### src/rtl/booth_mul_arbiter.sv
`default_nettype none
// ============================================================================
// Module      : booth_mul_arbiter
// Description : Shares one external combinational Booth multiplier among NREQ
//               requesters. Round-robin grant by default; defining
//               BOOTH_ARB_FIXED_PRIO_EN switches to lowest-index-wins.
// Revision    : 1.0 - initial release
// ============================================================================
module booth_mul_arbiter #(
    parameter int NREQ  = 4,
    parameter int WIDTH = 32
) (
    input  logic                       clk,
    input  logic                       rst_n,
    input  logic [NREQ-1:0]            req_valid,
    output logic [NREQ-1:0]            req_ready,
    input  logic [NREQ*WIDTH-1:0]      req_m,
    input  logic [NREQ*WIDTH-1:0]      req_q,
    output logic [WIDTH-1:0]           mul_M,
    output logic [WIDTH-1:0]           mul_q,
    input  logic [2*WIDTH-1:0]         mul_z,
    output logic                       rsp_valid,
    input  logic                       rsp_ready,
    output logic [2*WIDTH-1:0]         rsp_z,
    output logic [$clog2(NREQ)-1:0]    rsp_id,
    output logic                       busy
);

    localparam int IDW = $clog2(NREQ);

    typedef enum logic [1:0] {
        S_IDLE = 2'd0,
        S_MUL  = 2'd1,
        S_RESP = 2'd2
    } state_t;

    state_t             r_state;
    state_t             w_state_nxt;
    logic [NREQ-1:0]    w_cand;
    logic [NREQ-1:0]    w_onehot;
    logic [IDW-1:0]     w_win;
    logic               w_grant;
    logic [WIDTH-1:0]   w_sel_m;
    logic [WIDTH-1:0]   w_sel_q;
    logic [WIDTH-1:0]   r_op_m;
    logic [WIDTH-1:0]   r_op_q;
    logic [IDW-1:0]     r_id;
    logic [2*WIDTH-1:0] r_rsp_z;

`ifdef BOOTH_ARB_FIXED_PRIO_EN
    assign w_cand = req_valid;
`else
    logic [IDW-1:0]  r_rr_ptr;
    logic [NREQ-1:0] w_hi;

    // Requesters at or above the pointer take precedence; wrap to the full set otherwise.
    for (genvar gi = 0; gi < NREQ; gi++) begin : g_mask
        assign w_hi[gi] = req_valid[gi] && (IDW'(gi) >= r_rr_ptr);
    end

    assign w_cand = (|w_hi) ? w_hi : req_valid;

    always_ff @(posedge clk or negedge rst_n) begin
        if (!rst_n) begin
            r_rr_ptr <= '0;
        end else if (w_grant) begin
            r_rr_ptr <= (w_win == IDW'(NREQ - 1)) ? '0 : w_win + IDW'(1);
        end
    end
`endif

    always_comb begin
        w_win    = '0;
        w_onehot = '0;
        for (int i = NREQ - 1; i >= 0; i--) begin
            if (w_cand[i]) begin
                w_win    = IDW'(i);
                w_onehot = NREQ'(1) << i;
            end
        end
    end

    always_comb begin
        w_sel_m = '0;
        w_sel_q = '0;
        for (int i = 0; i < NREQ; i++) begin
            if (w_onehot[i]) begin
                w_sel_m = req_m[i*WIDTH +: WIDTH];
                w_sel_q = req_q[i*WIDTH +: WIDTH];
            end
        end
    end

    // Gated by rst_n so no grant leaks out while reset is held.
    assign w_grant   = rst_n && (r_state == S_IDLE) && (|req_valid);
    assign req_ready = w_grant ? w_onehot : '0;

    always_comb begin
        w_state_nxt = r_state;
        case (r_state)
            S_IDLE:  if (w_grant)   w_state_nxt = S_MUL;
            S_MUL:                  w_state_nxt = S_RESP;
            S_RESP:  if (rsp_ready) w_state_nxt = S_IDLE;
            default:                w_state_nxt = S_IDLE;
        endcase
    end

    always_ff @(posedge clk or negedge rst_n) begin
        if (!rst_n) begin
            r_state <= S_IDLE;
        end else begin
            r_state <= w_state_nxt;
        end
    end

    always_ff @(posedge clk or negedge rst_n) begin
        if (!rst_n) begin
            r_op_m  <= '0;
            r_op_q  <= '0;
            r_id    <= '0;
            r_rsp_z <= '0;
        end else begin
            if (w_grant) begin
                r_op_m <= w_sel_m;
                r_op_q <= w_sel_q;
                r_id   <= w_win;
            end
            if (r_state == S_MUL) begin
                r_rsp_z <= mul_z;
            end
        end
    end

    // Operand registers only change on a grant, so the multiplier inputs stay quiet otherwise.
    assign mul_M     = r_op_m;
    assign mul_q     = r_op_q;
    assign rsp_valid = (r_state == S_RESP);
    assign rsp_z     = r_rsp_z;
    assign rsp_id    = r_id;
    assign busy      = (r_state != S_IDLE);

endmodule
`default_nettype wire

### config.mk
export PLATFORM = sky130hd
export DESIGN_NAME = booth_mul_arbiter
export DESIGN_NICKNAME = d
export VERILOG_FILES = /design/src/rtl/booth_mul_arbiter.sv
export SDC_FILE = /design/constraint.sdc
export NUM_CORES = 1
export LEC_CHECK = 0
export BUFFER_PORTS_ARGS = -buffer_cell sky130_fd_sc_hd__buf_2
export CORE_AREA = 2 2 178 180
export DETAILED_ROUTE_END_ITERATION = 10
export DIE_AREA = 0 0 180 182
export PLACE_DENSITY = 0.57
export SLEW_MARGIN = 10
export SYNTH_ARGS = -nofsm -noshare
export SYNTH_HDL_FRONTEND = slang
export SYNTH_SLANG_ARGS = --single-unit
### constraint.sdc
create_clock -name clk -period 6.6 [get_ports clk]
set_clock_uncertainty 0.05 [all_clocks]
set_input_delay 1.65 -clock clk [delete_from_list [all_inputs] [get_ports clk]]
set_output_delay 1.65 -clock clk [all_outputs]
set_load 0.05 [all_outputs]
# Yosys cells after proc, flatten, opt, wreduce, memory -nomap -nowiden
# Cells that the tools add are included.
# word_totals
regBits	134
input_bits	327
output_inout_bits	136
elab_cells	49
# op_classes
add_sub_neg	1
order_cmp	4
n_eq_ne	5
muxes	22
n_reduce_logical	11
# op_table
op	count
two-way mux 32 bit	8
two-way mux 4 bit	6
two-way mux 2 bit	7
OR reduction 4 bit	2
logical AND 1 bit	6
case mux 2 bit (3 select lines)	1
equality test 2 bit, second input constant	2
greater-or-equal comparator 1 x 2 -> 1 bit, first input constant	2
greater-or-equal comparator 2 bit, first input constant	2
adder 2 x 1 -> 2 bit, second input constant	1
equality test 2 x 1 -> 1 bit, second input constant	1
zero test 2 bit	1
!= test 2 x 1 -> 1 bit, second input constant	1
!= test 2 bit, second input constant	1
AND reduction 2 bit	1
nonzero test 2 bit	1

# Logic depth before layout (Yosys ltp)
# Gate-level depths: netlist of run 1.
# logic_depth
depth_word	12
ltp_mapped	7

# Worst setup path after synthesis of run 1
# No wires, ideal clock.
# synth_path
kind	in2out
startpoint	input rst_n
endpoint	output req_ready[1]
arrival_time_ps	3275
setup_slack_ps	1625
stages	4
path_cell_list	nor3b_1 -> nand2_2 -> buf_2 -> nor3_1
# synth_via
elab_chain_len	3
# synth_rtl
item	line_no	source
start, declared	14	input logic rst_n,
logical AND 1 bit (2 in a row)	95	assign w_grant = rst_n && (r_state == S_IDLE) && (|req_valid);
two-way mux 4 bit	96	assign req_ready = w_grant ? w_onehot : '0;
end, declared	16	output logic [NREQ-1:0] req_ready,
# No other way between the ends.

# Worst setup path after layout of run 1
# layout_path
startpoint	input rst_n
endpoint	output req_ready[3]
# Same word-level chain as after synthesis.

==> results of run 1 <==
report_power, final:
group | leakage (nW) | internal (mW) | switching, mW
registers | 1.63 | 1.21 | 0.214
clock network | 0.292 | 0.578 | 0.413
logic | 3.06 | 0.989 | 2.46
total | 4.99 | 2.78 | 3.09
cells in the final DEF (no fill, tap or decap), drive strengths merged, types with 2 or more instances in the layout:
cell / n
a211oi: 2
a21bo: 2
a21o: 3
a221oi: 65
buf: 475
bufinv: 2
clkbuf: 18
clkinv: 4
clkinvlp: 2
dfrtp: 134
inv: 8
mux2: 64
nand2: 70
nand2b: 3
nand4: 64
nor2: 67
nor2b: 2
nor3b: 2
o21ai: 4
o311ai: 64
cell families after synthesis:
group	Yosys count	share of synthesized area [%]
buf+inv	74	6.219
flops	134	44.80
simple gates	213	13.39
xor+xnor	1	0.1170
compound gates	146	25.84
mux	64	9.629
cell type report:
type	count	area, um^2
well taps	402	503.0
inverters	2	7.507
clock inverters	14	163.9
multi-input cells	424	3742
diodes	1	2.502
clock buffers	18	439.2
fillers	3155	20330
flip-flops and latches	134	3353
repair buffers	475	2441
critical path, stage by stage:
cell	delay, ps
sky130_fd_sc_hd__buf_6	80
sky130_fd_sc_hd__nor3b_1	320
sky130_fd_sc_hd__nand2_4	150
sky130_fd_sc_hd__inv_2	540
sky130_fd_sc_hd__and3_1	260
sky130_fd_sc_hd__buf_2	280
flip-flops by register name, summed over array words and instances, names as in the netlist:
name,cells
mul_M,32
mul_q,32
r_rr_ptr,2
r_state,2
rsp_id,2
rsp_z,64
how the worst max path moves through the flow:
stage	end	slack (ps)	depth (start not counted)
global placement	req_ready[3]	1560	6
global route	req_ready[3]	1480	6
CTS	req_ready[3]	1590	6
finish	req_ready[3]	1600	6
detailed placement	req_ready[3]	1590	6
floorplan	req_ready[1]	1630	4
stage by stage:
stage | cells | total power, mW | setup slack, ps
6_report | 1470 | 5.870 | 1603
5_1_grt | 1469 | 6.162 | 1479
4_1_cts | 1469 | 5.940 | 1585
3_5_place_dp | 1437 | 4.925 | 1593
3_3_place_gp | 1437 | 4.897 | 1561
2_1_floorplan | 632 | 4.060 | 1625
routing by layer:
metal	track usage, %	vias up
met4	5.171	0
met1	21.53	3586
met2	29.30	351
met5	0	-
li1	-	3318
met3	4.091	23
==> flow_metrics.env, run 1 <==
export IMPL_cp_start_kind="input port"
export IMPL_htree_num_levels=4
export IMPL_grt_first_pass_wirelength_um=43660
export IMPL_yosysWarnings=0
export IMPL_buffer_ports_inserted=462
export IMPL_rr_worst_depth=5
export IMPL_syn_area_um2=7485
export IMPL_worst_endpoint_required_ps=4900
export IMPL_cts_tree="yes"
export IMPL_setup_viol_count_final=0
export IMPL_synth_nets=959
export IMPL_wl_met1_um=12260
export IMPL_via_density_per_instance=4.951
export IMPL_maximum_buffer_depth_of_the_clock_tree=2
export IMPL_globalRoute_totalOverflow=0
export IMPL_final_max_slew_violation_count=0
export IMPL_fin_util_pct=34.38
export IMPL_highest_signal_layer="met4"
export IMPL_power_density_nw_per_um2=551.0
export IMPL_placed_cell_area_um2=10050
export IMPL_syn_instance_count=632
export IMPL_met2_wirelength_um=14330
export IMPL_wl_um=29070
export IMPL_setup_worst_path_start="rst_n"
export IMPL_die_area_um2=32760
export IMPL_critical_path_reg2reg_startpoint="r_rr_ptr[0]"
export IMPL_whs_ps=449.6
export IMPL_ctsRootBufferMaster="sky130_fd_sc_hd__clkbuf_16"
export IMPL_hold_path_startpoint="rsp_z[18]"
export IMPL_die_height_um=182
export IMPL_cell_with_the_most_instances_after_synthesis="sky130_fd_sc_hd__dfrtp_1"
export IMPL_floorplan_die_width_um=180
export IMPL_final_cell_area_um2=10650
export IMPL_yosys_top_cells_count="134 x sky130_fd_sc_hd__dfrtp_1, 69 x sky130_fd_sc_hd__nand2_1, 67 x sky130_fd_sc_hd__nor2_1"
export IMPL_fraction_of_final_layout_cells_with_drive_strength_greater_than_1_pct=63.92
export IMPL_share_of_synthesized_area_occupied_by_flip_flops_and_latches_pct=44.80
export IMPL_synthesis_area_per_instance_um2=11.84
export IMPL_post_cts_resized_instances=0
export IMPL_postSynthRegisterBits=134
export IMPL_rsz0062_at_grt="false"
export IMPL_tns_ps=0
export IMPL_yosysTopAreaCellShare_pct=44.80
export IMPL_worstHoldPathType="register to register"
export IMPL_clock_insertion_delay_worst_skew_ps=420
export IMPL_routabilityCongestion=0.7703
export IMPL_cp_arrival_ps=3300
export IMPL_numClockSinks=134
export IMPL_hold_depth=1
export IMPL_period_needed_ps=4997
export IMPL_start_util_pct=24.16
export IMPL_synthToLayoutAreaGrowth_pct=42.33
export IMPL_register_to_register_setup_slack_ps=3470
export IMPL_outcome="finished clean"
export IMPL_hold_path_endpoint="rsp_z[18]"
export IMPL_ys_async_sr_fraction_pct=100.0
export IMPL_io_pins=463
export IMPL_clock_fmax_ghz=0.2001
export IMPL_final_stage_net_count=1381
export IMPL_r2r_end="mul_q[9]"
export IMPL_drt_first_iter_violations=312
export IMPL_wire_length_per_cell_um=19.77
export IMPL_max_slew_worst_pin_slew_ps=1115
export IMPL_detail_route_drc_violations=0
export IMPL_cts_post_setup_buffers_inserted=0
export IMPL_met3RoutedLength_um=1985
export IMPL_netlist_top_cells_area="sky130_fd_sc_hd__dfrtp_1 45%, sky130_fd_sc_hd__o311ai_2 11%, sky130_fd_sc_hd__a221oi_2 10%"
export IMPL_dr_total_vias=7278
export IMPL_placeableCoreArea_um2=30990
export IMPL_grt_antenna_before_repair=0
export IMPL_worstPathMaxFanout=35
export IMPL_tritoncts_num_buffers=17
export IMPL_dp_hpwl_um=20930
export IMPL_yosys_cell_types_count=38
export IMPL_cellLeakagePower_nw=4.989
export IMPL_length_of_the_first_detailed_routing_pass_in_iterations=4
export IMPL_grt_use_total_pct=17.18
export IMPL_maxCapViolations=0
export IMPL_maxSlewHeadroom_pct=25.67
export IMPL_via_count_of_the_first_global_routing_pass=7420
export IMPL_synth_enable_flop_cells=0
export IMPL_path_clk_slew_ps=60
export IMPL_rows=65
export IMPL_fin_crit_sh_pct=75.71
export IMPL_final_antenna_net_count=0
export IMPL_synth_ff_type="sky130_fd_sc_hd__dfrtp_1"
export IMPL_synth_top_area_cell="sky130_fd_sc_hd__dfrtp_1"
export IMPL_critical_path_class="input port to output pin"
export IMPL_finalHoldViolCount=0
export IMPL_vdd_ir_drop_worst_v=0.0002567
export IMPL_maximum_number_of_pins_on_one_net_before_global_route_repair=81
export IMPL_critPathCaptureType="output pin"
export IMPL_cts_hold_fix_buffers=0
(Power assumes the default switching activity.)
==> run 2: changes to the inputs <==
--- a/config.mk
+++ b/config.mk
@@ -6,9 +6,9 @@
 export NUM_CORES = 1
 export LEC_CHECK = 0
 export BUFFER_PORTS_ARGS = -buffer_cell sky130_fd_sc_hd__buf_2
-export CORE_AREA = 2 2 178 180
+export CORE_AREA = 2 2 182 184
 export DETAILED_ROUTE_END_ITERATION = 10
-export DIE_AREA = 0 0 180 182
+export DIE_AREA = 0 0 184 186
 export PLACE_DENSITY = 0.57
 export SLEW_MARGIN = 10
 export SYNTH_ARGS = -nofsm -noshare
==> constraint.sdc (replaced) <==
create_clock -name clk -period 4.1 [get_ports clk]
set_clock_uncertainty 0.05 [all_clocks]
set_input_delay 1.025 -clock clk [delete_from_list [all_inputs] [get_ports clk]]
set_output_delay 1.025 -clock clk [all_outputs]
set_load 0.05 [all_outputs]
==> run 2 against run 1 <==
Clock power increased by 56%. Core utilization down 1.2 points. Via count decreased by 0.66%. Register-to-register slack worse by 2200 ps. First-iteration DRC count shrank 9.0%. Sequential power is 59% higher. Highest routed layer unchanged.
==> flow_metrics.env, run 2 (synthesis results as in run 1) <==
export IMPL_outcome="finished clean"
export IMPL_wl_um=28590
export IMPL_finalHoldViolCount=0
export IMPL_synthToLayoutAreaGrowth_pct=42.63
export IMPL_critical_path_endpoint="req_ready[1]"
export IMPL_cellLeakagePower_nw=4.993
export IMPL_rr_worst_depth=6
export IMPL_path_clk_slew_ps=60
export IMPL_r2r_end="mul_q[3]"
export IMPL_cts_tree="yes"
export IMPL_htree_num_levels=4
export IMPL_use_met1_pct=19.21
export IMPL_setup_viol_count_final=0
export IMPL_max_slew_worst_pin_slew_ps=959.1
export IMPL_numClockSinks=134
export IMPL_layout_common_cells="461 x sky130_fd_sc_hd__buf_2, 134 x sky130_fd_sc_hd__dfrtp_1, 69 x sky130_fd_sc_hd__nand2_1"
export IMPL_worstHoldPathType="register to register"
export IMPL_fin_crit_sh_pct=86.07
export IMPL_dp_cells=1447
export IMPL_met2_usage_pct=27.76
export IMPL_maximum_buffer_depth_of_the_clock_tree=2
export IMPL_globalRouteMet3Util_pct=4.578
export IMPL_grt_first_pass_wirelength_um=42420
export IMPL_ctsRootBufferMaster="sky130_fd_sc_hd__clkbuf_16"
export IMPL_critical_path_reg2reg_startpoint="r_rr_ptr[0]"
export IMPL_worst_endpoint_required_ps=3020
export IMPL_post_cts_resized_instances=0
export IMPL_wire_length_per_cell_um=19.32
export IMPL_timing_critical_path_slowest_cell_delay_ps=450
export IMPL_worstPathMaxFanout=16
export IMPL_nFillCells=3291
export IMPL_tns_ps=0
export IMPL_cts_post_setup_buffers_inserted=0
export IMPL_dp_hpwl_um=20510
export IMPL_final_stage_net_count=1385
export IMPL_critical_path_class="input port to output pin"
export IMPL_maxSlewHeadroom_pct=36.06
export IMPL_gr_max_usage_layer="met2"
export IMPL_final_antenna_net_count=0
export IMPL_register_to_register_setup_slack_ps=1290
export IMPL_rows=66
export IMPL_setup_worst_path_start="rst_n"
export IMPL_via_count_of_the_first_global_routing_pass=7288
export IMPL_critPathCaptureType="output pin"
export IMPL_floorplan_die_width_um=184
export IMPL_drt_first_iter_violations=284
export IMPL_placeableCoreArea_um2=32210
export IMPL_io_pins=463
export IMPL_fin_cells=1480
export IMPL_via_density_per_instance=4.885
export IMPL_grt_use_total_pct=16.37
export IMPL_die_height_um=186
export IMPL_worst_path_max_delay_cell="sky130_fd_sc_hd__nor3_1"
export IMPL_cts_hold_fix_buffers=0
export IMPL_cp_arrival_ps=2450
export IMPL_vdd_ir_drop_worst_v=0.0003460
export IMPL_maximum_number_of_pins_on_one_net_before_global_route_repair=135
export IMPL_largest_register_ff_count=64
export IMPL_length_of_the_first_detailed_routing_pass_in_iterations=5
export IMPL_die_area_um2=34220
export IMPL_grt_antenna_before_repair=1
export IMPL_most_common_cell_after_layout_fill_and_taps_aside="sky130_fd_sc_hd__buf_2"
export IMPL_rsz0062_at_grt="false"
export IMPL_tritoncts_num_buffers=17
export IMPL_buffer_ports_inserted=462
export IMPL_clock_insertion_delay_worst_skew_ps=430
export IMPL_final_max_slew_violation_count=0
export IMPL_maxCapViolations=0
export IMPL_dr_total_vias=7230
export IMPL_routabilityCongestion=0.8031
export IMPL_path_cells="buf_6, nor3b_1, nand2_4, nor3_1, buf_2"
export IMPL_start_util_pct=23.24
export IMPL_detail_route_drc_violations=0
export IMPL_period_needed_ps=3529
export IMPL_globalRoute_totalOverflow=0
export IMPL_fraction_of_final_layout_cells_with_drive_strength_greater_than_1_pct=63.87
export IMPL_power_density_nw_per_um2=880.3
export IMPL_clock_fmax_ghz=0.2834
export IMPL_cp_start_kind="input port"
## run 2: per-stage QoR
step	util, %	setup WS (ps)	instance area, um^2	power (mW)	hold WS [ps]
floorplan	-	375.3	7485	6.536	510.0
global placement	31.34	526.9	10090	7.873	421.8
detailed placement	31.34	522.5	10090	7.916	422.4
CTS	33.14	518.6	10670	9.514	436.9
global route	33.15	478.4	10680	9.931	462.0
finish	33.15	571.3	10680	9.397	431.4
## run 2: worst min-delay path by stage
stage,depth (start not counted),slack (ps),startpoint,endpoint
CTS,2,440,mul_M[30],mul_M[30]
floorplan,2,510,r_state[1],r_state[1]
detailed placement,2,420,mul_M[30],mul_M[30]
finish,2,430,mul_M[30],mul_M[30]
global route,1,460,rsp_z[51],rsp_z[51]
global placement,2,420,rsp_id[1],rsp_id[1]
## run 2: report_power, final
group          switching [mW]  leakage, nW  total [mW]  internal, mW
Sequential              0.326         1.63        2.28          1.95
Clock                   0.644        0.276        1.55         0.904
Combinational            3.97         3.08        5.57          1.60
## run 2: layer usage
| metal | routed length (um) | share of wire (%) | up-vias |
|---|---|---|---|
| met5 | 0 | 0 | - |
| met3 | 2272 | 7.9 | 40 |
| met1 | 11370 | 40 | 3485 |
| li1 | - | - | 3334 |
| met2 | 14180 | 50 | 371 |
| met4 | 762 | 2.7 | 0 |
## run 2: layout make-up
| type | count | area, um^2 | area share [%] |
|---|---|---|---|
| Antenna cell | 1 | 2.502 | 0.02344 |
| Clock inverter | 13 | 147.6 | 1.383 |
| Timing Repair Buffer | 479 | 2484 | 23.27 |
| Clock buffer | 19 | 432.9 | 4.055 |
| Multi-Input combinational cell | 424 | 3737 | 35.01 |
| Tap cell | 408 | 510.5 | 4.782 |
| Inverter | 2 | 7.507 | 0.07032 |
| Sequential cell | 134 | 3353 | 31.41 |
## run 2: worst max-delay path, delay by kind of cell
kind | cells | cell delay (ps)
simple gates | 3 | 960
buf+inv | 2 | 450
